`config.mk`:
```
export PLATFORM = sky130hd
export DESIGN_NAME = mips_control_unit
export DESIGN_NICKNAME = d
export VERILOG_FILES = /design/src/rtl/mips_pkg.sv /design/src/rtl/mips_control_unit_alu_decoder.sv /design/src/rtl/mips_control_unit.sv
export SDC_FILE = /design/constraint.sdc
export NUM_CORES = 1
export LEC_CHECK = 0
export BUFFER_PORTS_ARGS = -buffer_cell sky130_fd_sc_hd__buf_4
export CAP_MARGIN = 5
export CORE_MARGIN = 5
export CORE_UTILIZATION = 44
export DETAILED_ROUTE_END_ITERATION = 12
export GPL_TIMING_DRIVEN = 0
export PLACE_DENSITY = 0.77
export REMOVE_ABC_BUFFERS = 1
export SLEW_MARGIN = 30
export SYNTH_ARGS = -nofsm -noshare
export SYNTH_HDL_FRONTEND = slang
export SYNTH_SLANG_ARGS = --single-unit
```
`constraint.sdc`:
```
create_clock -name clk -period 2.8 [get_ports clk]
set_clock_uncertainty 0.2 [all_clocks]
set_input_delay 0.28 -clock clk [delete_from_list [all_inputs] [get_ports clk]]
set_output_delay 0.28 -clock clk [all_outputs]
set_load 0.02 [all_outputs]
```
`src/rtl/mips_pkg.sv`:
```
// Shared encodings for the multicycle MIPS control unit: FSM states, opcodes,
// funct codes, ALU selects and aluop encodings.
`default_nettype none

package mips_pkg;

   typedef enum logic [3:0] {
      S_FETCH   = 4'd0,
      S_DECODE  = 4'd1,
      S_MEMADR  = 4'd2,
      S_MEMRD   = 4'd3,
      S_MEMWB   = 4'd4,
      S_MEMWR   = 4'd5,
      S_EXECUTE = 4'd6,
      S_ALUWB   = 4'd7,
      S_BRANCH  = 4'd8,
      S_ADDIEX  = 4'd9,
      S_ADDIWB  = 4'd10,
      S_JUMP    = 4'd11
   } state_t;

   localparam logic [5:0] OP_RTYPE = 6'b000000;
   localparam logic [5:0] OP_LW    = 6'b100011;
   localparam logic [5:0] OP_SW    = 6'b101011;
   localparam logic [5:0] OP_BEQ   = 6'b000100;
   localparam logic [5:0] OP_ADDI  = 6'b001000;
   localparam logic [5:0] OP_J     = 6'b000010;

   localparam logic [5:0] FN_ADD  = 6'b100000;
   localparam logic [5:0] FN_SUB  = 6'b100010;
   localparam logic [5:0] FN_AND  = 6'b100100;
   localparam logic [5:0] FN_OR   = 6'b100101;
   localparam logic [5:0] FN_SLT  = 6'b101010;
   localparam logic [5:0] FN_SRLV = 6'b000110;

   localparam logic [2:0] ALU_AND  = 3'b000;
   localparam logic [2:0] ALU_OR   = 3'b001;
   localparam logic [2:0] ALU_ADD  = 3'b010;
   localparam logic [2:0] ALU_SRLV = 3'b011;
   localparam logic [2:0] ALU_SUB  = 3'b110;
   localparam logic [2:0] ALU_SLT  = 3'b111;

   localparam logic [1:0] ALUOP_ADD   = 2'b00;
   localparam logic [1:0] ALUOP_SUB   = 2'b01;
   localparam logic [1:0] ALUOP_FUNCT = 2'b10;

endpackage

`default_nettype wire

```
`src/rtl/mips_control_unit_alu_decoder.sv`:
```
// ALU select decoder: maps aluop/funct to the 3-bit ALU select and flags
// whether funct names a supported R-type operation.
`default_nettype none

module alu_decoder
   import mips_pkg::*;
(
   input  logic [1:0] aluop,
   input  logic [5:0] funct,
   output logic [2:0] alucontrol,
   output logic       funct_ok
);

   logic [2:0] funct_sel;

   // funct_ok is independent of aluop so DECODE can flag a bad funct early.
   always_comb begin
      funct_ok  = 1'b1;
      funct_sel = ALU_ADD;
      case (funct)
         FN_ADD:  funct_sel = ALU_ADD;
         FN_SUB:  funct_sel = ALU_SUB;
         FN_AND:  funct_sel = ALU_AND;
         FN_OR:   funct_sel = ALU_OR;
         FN_SLT:  funct_sel = ALU_SLT;
         FN_SRLV: funct_sel = ALU_SRLV;
         default: funct_ok  = 1'b0;
      endcase
   end

   always_comb begin
      alucontrol = ALU_ADD;
      case (aluop)
         ALUOP_SUB:   alucontrol = ALU_SUB;
         ALUOP_FUNCT: alucontrol = funct_sel;
         default:     alucontrol = ALU_ADD;
      endcase
   end

endmodule

`default_nettype wire

```
`src/rtl/mips_control_unit.sv`:
```
// Multicycle MIPS control unit: Moore FSM driving datapath selects and
// strobes, with ALU select from alu_decoder and pcen from pcwrite/branch/zero.
`default_nettype none

module mips_control_unit
   import mips_pkg::*;
(
   input  logic       clk,
   input  logic       rst_n,
   input  logic [5:0] op,
   input  logic [5:0] funct,
   input  logic       zero,
   output logic       iord,
   output logic       memwrite,
   output logic       irwrite,
   output logic       regdst,
   output logic       memtoreg,
   output logic       regwrite,
   output logic       alusrca,
   output logic [1:0] alusrcb,
   output logic [1:0] pcsrc,
   output logic       pcen,
   output logic [2:0] alucontrol,
   output logic       illegal
);

   state_t     state_q, state_d;
   logic [1:0] aluop;
   logic       pcwrite;
   logic       branch;
   logic       funct_ok;
   logic       op_ok;
   logic       instr_ok;

   always_ff @(posedge clk or negedge rst_n) begin
      if (!rst_n) state_q <= S_FETCH;
      else        state_q <= state_d;
   end

   always_comb begin
      case (op)
         OP_RTYPE, OP_LW, OP_SW, OP_BEQ, OP_ADDI, OP_J: op_ok = 1'b1;
         default:                                       op_ok = 1'b0;
      endcase
   end

   assign instr_ok = op_ok && ((op != OP_RTYPE) || funct_ok);

   always_comb begin
      state_d  = state_q;
      iord     = 1'b0;
      memwrite = 1'b0;
      irwrite  = 1'b0;
      regdst   = 1'b0;
      memtoreg = 1'b0;
      regwrite = 1'b0;
      alusrca  = 1'b0;
      alusrcb  = 2'b00;
      pcsrc    = 2'b00;
      aluop    = ALUOP_ADD;
      pcwrite  = 1'b0;
      branch   = 1'b0;
      illegal  = 1'b0;
      case (state_q)
         S_FETCH: begin
            alusrcb = 2'b01;
            irwrite = 1'b1;
            pcwrite = 1'b1;
            state_d = S_DECODE;
         end
         S_DECODE: begin
            alusrcb = 2'b11;
            illegal = !instr_ok;
            // Unsupported instructions fall straight back to FETCH.
            if (!instr_ok)             state_d = S_FETCH;
            else if (op == OP_RTYPE)   state_d = S_EXECUTE;
            else if (op == OP_BEQ)     state_d = S_BRANCH;
            else if (op == OP_ADDI)    state_d = S_ADDIEX;
            else if (op == OP_J)       state_d = S_JUMP;
            else                       state_d = S_MEMADR;
         end
         S_MEMADR: begin
            alusrca = 1'b1;
            alusrcb = 2'b10;
            state_d = (op == OP_LW) ? S_MEMRD : S_MEMWR;
         end
         S_MEMRD: begin
            iord    = 1'b1;
            state_d = S_MEMWB;
         end
         S_MEMWB: begin
            memtoreg = 1'b1;
            regwrite = 1'b1;
            state_d  = S_FETCH;
         end
         S_MEMWR: begin
            iord     = 1'b1;
            memwrite = 1'b1;
            state_d  = S_FETCH;
         end
         S_EXECUTE: begin
            alusrca = 1'b1;
            aluop   = ALUOP_FUNCT;
            state_d = S_ALUWB;
         end
         S_ALUWB: begin
            regdst   = 1'b1;
            regwrite = 1'b1;
            state_d  = S_FETCH;
         end
         S_BRANCH: begin
            alusrca = 1'b1;
            aluop   = ALUOP_SUB;
            pcsrc   = 2'b01;
            branch  = 1'b1;
            state_d = S_FETCH;
         end
         S_ADDIEX: begin
            alusrca = 1'b1;
            alusrcb = 2'b10;
            state_d = S_ADDIWB;
         end
         S_ADDIWB: begin
            regwrite = 1'b1;
            state_d  = S_FETCH;
         end
         S_JUMP: begin
            pcsrc   = 2'b10;
            pcwrite = 1'b1;
            state_d = S_FETCH;
         end
         default: state_d = S_FETCH;
      endcase
   end

   assign pcen = pcwrite | (branch & zero);

   alu_decoder u_alu_decoder (
      .aluop      (aluop),
      .funct      (funct),
      .alucontrol (alucontrol),
      .funct_ok   (funct_ok)
   );

endmodule

`default_nettype wire

```
Yosys cells after proc, flatten, opt, wreduce, memory -nomap -nowiden
Cells that the tools add are included.
{ "word_totals": {"input_bits": 15, "ramBits": 0, "latchBits": 0, "mem_bits_ro": 0, "register_bits": 4, "n_memories": 0, "output_inout_bits": 16, "wordCells": 64} }
{ "classes": {"bitwise": 2, "mux": 24, "n_eq_ne": 24, "n_addsub": 0, "n_div": 0, "mul": 0, "shifts": 0, "order_cmp": 0, "n_reduce_logical": 13} }
{ "ops": {"columns": ["op", "n"], "rows": [
  ["6-bit equality test, second input constant", 7],
  ["4-bit one-hot mux with 6 select lines", 1],
  ["4-bit 2-to-1 mux", 5],
  ["4-bit by 3-bit equality test with 1-bit output, second input constant", 4],
  ["4-bit equality test, second input constant", 4],
  ["3-bit one-hot mux with 5 select lines", 1],
  ["6-bit by 3-bit equality test with 1-bit output, second input constant", 2],
  ["1-bit 2-to-1 mux", 12],
  ["6-bit OR reduction", 2],
  ["4-bit by 2-bit equality test with 1-bit output, second input constant", 2],
  ["2-bit one-hot mux with 2 select lines", 2],
  ["6-bit by 2-bit equality test with 1-bit output, second input constant", 1],
  ["6-bit by 4-bit equality test with 1-bit output, second input constant", 1],
  ["6-bit zero test", 1],
  ["2-bit one-hot mux with 3 select lines", 1],
  ["3-bit one-hot mux with 2 select lines", 1],
  ["6-bit nonzero test", 1],
  ["2-bit OR reduction", 3],
  ["4-bit by 1-bit equality test with 1-bit output, second input constant", 1],
  ["4-bit zero test", 1],
  ["4-bit OR reduction", 1],
  ["3-bit 2-to-1 mux", 1],
  ["3-bit OR reduction", 1],
  ["2-bit by 1-bit equality test with 1-bit output, second input constant", 1],
  ["6 further kinds", 6]
]} }

Logic depth before layout (Yosys ltp)
{ "depth": {"word_depth": 7, "ltp_mapped": 8, "ltp_nobuf": 7} }

Cells and area by module
From an unflattened synthesis, not the netlist that was laid out.
{ "unflattened": {"cells_unflattened": 94, "hier_area_um2": 695.7} }
{ "by_module_without_submodules": {"columns": ["module", "instances", "area_each_um2", "cells_per_inst", "seq_area_each_um2"], "rows": [
  ["mips_control_unit", 1, 529.3, 71, 100.1],
  ["alu_decoder", 1, 166.4, 23, 0.0]
]} }

Worst setup path after synthesis
Ideal clock, no wire load.
{ "synth_path": {"path_type": "flip-flop to output port", "startpoint": "register state_q[3]", "endpoint": "output port alucontrol[0]", "stages_incl_launch_ff": 7, "path_buffers": 1, "slack_ps": 161, "t_arrival_ps": 2159, "required_ps": 2320, "path_cell_list": "dfrtp_1 clkbuf_1 nand2b_1 or3_1 inv_1 ha_1 nor4b_1"} }
{ "synth_via": {"elab_chain_cells": 4, "word_cells_on_any_way": 6, "cone_classes": "eq/ne: 4; mux: 2"} }
{ "synth_rtl": {"columns": ["element", "line", "rtl"], "rows": [
  ["from (decl)", "mips_control_unit.sv:27", "state_t state_q, state_d;"],
  ["from (signal assigned)", "mips_control_unit.sv:37", "else state_q <= state_d;"],
  ["4-bit equality test or 4-bit by 3-bit equality test with 1-bit output (tied branches)", "mips_control_unit.sv:64", "case (state_q)"],
  ["2-bit one-hot mux with 2 select lines *", "mips_control_unit.sv:64", null],
  ["2-bit equality test or 2-bit by 1-bit equality test with 1-bit output (tied branches)", "mips_control_unit_alu_decoder.sv:33", "case (aluop)"],
  ["3-bit one-hot mux with 2 select lines *", "mips_control_unit_alu_decoder.sv:33", null],
  ["to (decl)", "mips_control_unit.sv:23", "output logic [2:0] alucontrol,"]
]} }
Mark *: on every way between the ends. The rest lies on a longest branch, timed or not.

Final worst setup path
{ "layout_path": {"startpoint": "register state_q[1]", "endpoint": "output port alucontrol[0]"} }
Same word-level chain as after synthesis.

==> results <==
- In this design, the critical path's most frequently occurring cell is sky130_fd_sc_hd__inv_1.
- The number of setup buffers added after CTS is 0.
- The measured slew at the worst slew-check pin is around 0.4 ns.
- Max-cap violations in this run came to 0.
- In this run the horizontal extent of the chip is approximately 48 um.
- The via count of the first global-routing pass is approximately 700.
- Sequential elements use 15.8% of the synthesized area.
- The average wire length per cell after detail routing is between 10 and 15 um.
- The static power due to leakage is roughly 0.40 nW.
- The TritonCTS clock tree is done.
- In this run the vertical extent of the chip is around 48 um.
- The signal arrival time at the worst endpoint is 2.23 ns.
- The total count of hold-check failures in the final report was 0.
- The detailed-route wire length on metal 1 is between 700 and 800 um.
- The worst hold path belongs to the class in2reg.
- The routed wire length on met2 is 871 um.
- Of the cells placed in the final design, the portion with a size suffix greater than 1 is approximately 35%.
- The top-level I/O count is 31.
- Measured against its own limit, the worst slew margin works out to 73.3%.
- The met3 wire length is 65 um.
- The routed design could run at a clock period as short as between 2 and 3 ns.
- The largest registers in the layout are state_q: 4 flops.
- The post-detailed-route count of antenna-violating nets is 0.
- Dividing the synthesized area by the synthesized cell count gives between 7 and 8 um^2.
- The floorplan row count is 13.
- The source-to-sink clock delay at the later pin of the worst-skew pair is 0.24 ns.
- The DRC violation count after routing is 0.
- Derived from the worst setup path, the maximum achievable clock frequency is between 300 and 400 MHz.
- The final weighted congestion in routability-driven placement is around 0.80.
- The total overflow left after global routing is 0.
- The worst setup path is launched from a flip-flop.
- The first routing iteration left 20 violations.
- Clock tree synthesis selected as its root buffer the cell sky130_fd_sc_hd__clkbuf_4.
- The die outline area is roughly 0.0023 mm^2.
- The maximum buffer depth of the clock tree is 2.
- The critical path start-end classification is reg2out.
- The first detailed-routing pass ran for 4 iterations.
- The number of levels the H-tree was split into is 1.
- The setup TNS after final layout is 0 ns.
- The run finished with clean final reports.
- The core footprint is about 0.0013 mm^2.
- The yosys synthesis warning count is 0.
- The final worst hold slack is ~0.06 ns.
- The number of endpoints failing setup at the final stage is 0.
- The final-report max-slew violation count is 0.
- The cell area that synthesis handed to floorplanning was between 600 and 700 um^2.
- The worst endpoint required time is about 2.3 ns.
- The largest individual stage delay along the critical path comes from the cell sky130_fd_sc_hd__dfrtp_1.
- The maximum fanout along the worst path is 12.
- After detailed routing, the total wire length is 1710 um.
- After layout, the worst path uses between 90% and 100% of the clock period.
- In this run the power density over the cells is roughly 590 mW/mm^2.
- state_q holds more flip-flops than any other register.
- The HPWL after detailed placement is ~1400 um.
- Global routing used about 17% of the available tracks across all layers.
- The CTS sink count is 4.
- For this configuration, the core starts out at a cell density of between 40% and 50%.
- The count of state elements after synthesis is 4.
- The via-per-instance ratio is ~5.6.
- The quantity of I/O buffers inserted on ports is 30.
- The number of clock buffers added by TritonCTS is 3.
- Counting every instance in the synthesized netlist gives 86.
- The critical path goes through inv_1 -> or3_1 -> inv_1 -> ha_1 -> nor4b_1 -> buf_4.
- Setup repair after global routing left no endpoint under its margin.
- The fraction of the core area covered by cells at the end of the flow is about 67%.
- The maximum number of pins on one net before global-route repair is 16.
- The initial antenna violation count came to 0.
- On the worst path, the slowest cell contributes a delay of roughly 0.56 ns.
- The critical path capture point type is an output port.
- From synthesis to final layout, the design area changed by 41.7%.
- The number of flip-flops under the largest register name is 4.
- The final layout net count is ~140.
- The diode insertion count for antenna repair is 0.
- Yosys mapped the design onto 40 distinct sky130hd cell types.
- The highest layer touched by signal routing is met4.
- The detailed router placed between 700 and 800 vias in this run.
- The first global-routing pass estimated 2700 um of wire.
- Across the VDD grid, the largest voltage drop is around 0.32 mV.
- The clock-pin slew on the worst setup and hold paths is ~0.040 ns.
-- synth_stat cells --
cell / n / area [um^2]
sky130_fd_sc_hd__nor2_1: 9 / 33.8
sky130_fd_sc_hd__inv_1: 7 / 26.3
sky130_fd_sc_hd__nand2b_1: 5 / 31.3
sky130_fd_sc_hd__nor3_1: 5 / 25.0
sky130_fd_sc_hd__clkbuf_1: 4 / 15.0
sky130_fd_sc_hd__dfrtp_1: 4 / 100
sky130_fd_sc_hd__o21ai_0: 4 / 20.0
sky130_fd_sc_hd__or3_1: 4 / 25.0
sky130_fd_sc_hd__a21oi_1: 3 / 15.0
sky130_fd_sc_hd__nand2_1: 3 / 11.3
sky130_fd_sc_hd__nor4_1: 3 / 18.8
sky130_fd_sc_hd__ha_1: 2 / 25.0
sky130_fd_sc_hd__nand3_1: 2 / 10.0
sky130_fd_sc_hd__nand3b_1: 2 / 15.0
sky130_fd_sc_hd__nor2b_1: 2 / 12.5
sky130_fd_sc_hd__nor3b_1: 2 / 15.0
sky130_fd_sc_hd__xor2_1: 2 / 17.5
sky130_fd_sc_hd__a2111o_1: 1 / 11.3
sky130_fd_sc_hd__a211o_1: 1 / 8.76
sky130_fd_sc_hd__a221oi_1: 1 / 8.76
sky130_fd_sc_hd__a22oi_1: 1 / 7.51
sky130_fd_sc_hd__a31oi_1: 1 / 6.26
sky130_fd_sc_hd__and2b_2: 1 / 8.76
sky130_fd_sc_hd__and3_4: 1 / 11.3
sky130_fd_sc_hd__and4bb_2: 1 / 12.5
sky130_fd_sc_hd__maj3_1: 1 / 10.0
sky130_fd_sc_hd__mux2_2: 1 / 11.3
sky130_fd_sc_hd__nor4b_1: 1 / 8.76
sky130_fd_sc_hd__o211a_1: 1 / 10.0
sky130_fd_sc_hd__o21a_1: 1 / 7.51
sky130_fd_sc_hd__o21ba_2: 1 / 10.0
sky130_fd_sc_hd__o21bai_1: 1 / 7.51
sky130_fd_sc_hd__o221ai_1: 1 / 8.76
sky130_fd_sc_hd__o22ai_1: 1 / 6.26
sky130_fd_sc_hd__o31a_1: 1 / 8.76
sky130_fd_sc_hd__o32ai_1: 1 / 8.76
sky130_fd_sc_hd__o41ai_2: 1 / 16.3
sky130_fd_sc_hd__or3b_1: 1 / 8.76
sky130_fd_sc_hd__or4b_1: 1 / 10.0
sky130_fd_sc_hd__xnor2_1: 1 / 8.76
-- critical path: cells and delay by family, from the launching register on --
family / cells / cell delay (ns)
adder cells (fa/ha/maj): 1 / 0.25
buffers and inverters: 3 / 0.47
flip-flops: 1 / 0.56
AND/OR/NAND/NOR: 2 / 0.72
-- repair_timing --
item | 4_1_cts | 5_1_grt
endpoints found under the hold margin | 4 | 0
gates resized for setup | 0 | 2
setup endpoints to repair | 0 | 2
hold buffers | 1 | 0
-- through the flow --
stage          std cells  power [mW]  worst slack [ns]  cell area (um^2)
6_report             131       0.526            0.0909               897
5_1_grt              131       0.567          0.000429               897
4_1_cts              131       0.530            0.0430               895
3_5_place_dp         127       0.450             0.305               862
3_3_place_gp         127       0.445             0.368               862
2_1_floorplan         82       0.309             0.192               618
-- routing by layer --
metal | GRT usage (%) | up-vias
met3 | 1.13 | 3
li1 | - | 383
met2 | 27.7 | 16
met5 | 0 | -
met4 | 10.2 | 0
met1 | 20.5 | 331
-- path summary, 6_finish.rpt --
check / cells after the start / slack [ns] / endpoint / startpoint
worst min-delay path: 2 / 0.06 / state_q[2]$_DFF_PN0_ / funct[4]
min in group asynchronous: 2 / 0.18 / state_q[1]$_DFF_PN0_ / rst_n
max in group asynchronous: 2 / 2.11 / state_q[3]$_DFF_PN0_ / rst_n
worst max-delay path: 6 / 0.09 / alucontrol[0] / state_q[1]$_DFF_PN0_
worst min register to register: 1 / 0.40 / state_q[0]$_DFF_PN0_ / state_q[3]$_DFF_PN0_
worst max register to register: 4 / 0.93 / state_q[1]$_DFF_PN0_ / state_q[1]$_DFF_PN0_
-- final cells by class --
class | count | area, um^2
Tap cell | 15 | 18.8
Multi-Input combinational cell | 71 | 492
Timing Repair Buffer | 31 | 235
Sequential cell | 4 | 103
Fill cell | 121 | 437
Inverter | 7 | 26.3
Clock buffer | 3 | 22.5
-- logic make-up after synthesis --
kind of cell,after synthesis,share of synthesized area (%)
xor gates and xnor gates,3,4.15
muxes,1,1.78
buffers and inverters,11,6.52
and+or+nand+nor,43,40.7
AOI/OAI and AO/OA,21,25.5
adders and majority gates,3,5.53
DFF,4,15.8
-- where the power goes --
group,switching [mW],total (mW),internal [mW]
clock network,0.0256,0.0737,0.0481
logic,0.172,0.332,0.160
registers,0.0477,0.120,0.0724
total,0.246,0.526,0.280
-- cell usage in the layout (no fill, tap or decap), types with 2 or more instances in the layout --
cell,n
sky130_fd_sc_hd__nor4_1,3
sky130_fd_sc_hd__dfrtp_2,2
sky130_fd_sc_hd__ha_1,2
sky130_fd_sc_hd__xor2_1,2
sky130_fd_sc_hd__nor3b_1,2
sky130_fd_sc_hd__nand2_1,3
sky130_fd_sc_hd__o21ai_0,4
sky130_fd_sc_hd__dfrtp_1,2
sky130_fd_sc_hd__a21oi_1,3
sky130_fd_sc_hd__nor2b_1,2
sky130_fd_sc_hd__nand3_1,2
sky130_fd_sc_hd__inv_1,7
sky130_fd_sc_hd__buf_4,30
sky130_fd_sc_hd__nand2b_1,5
sky130_fd_sc_hd__nor3_1,5
sky130_fd_sc_hd__clkbuf_4,3
sky130_fd_sc_hd__nor2_1,9
sky130_fd_sc_hd__or3_1,4
sky130_fd_sc_hd__nand3b_1,2
Power figures use the tool's default switching activity.
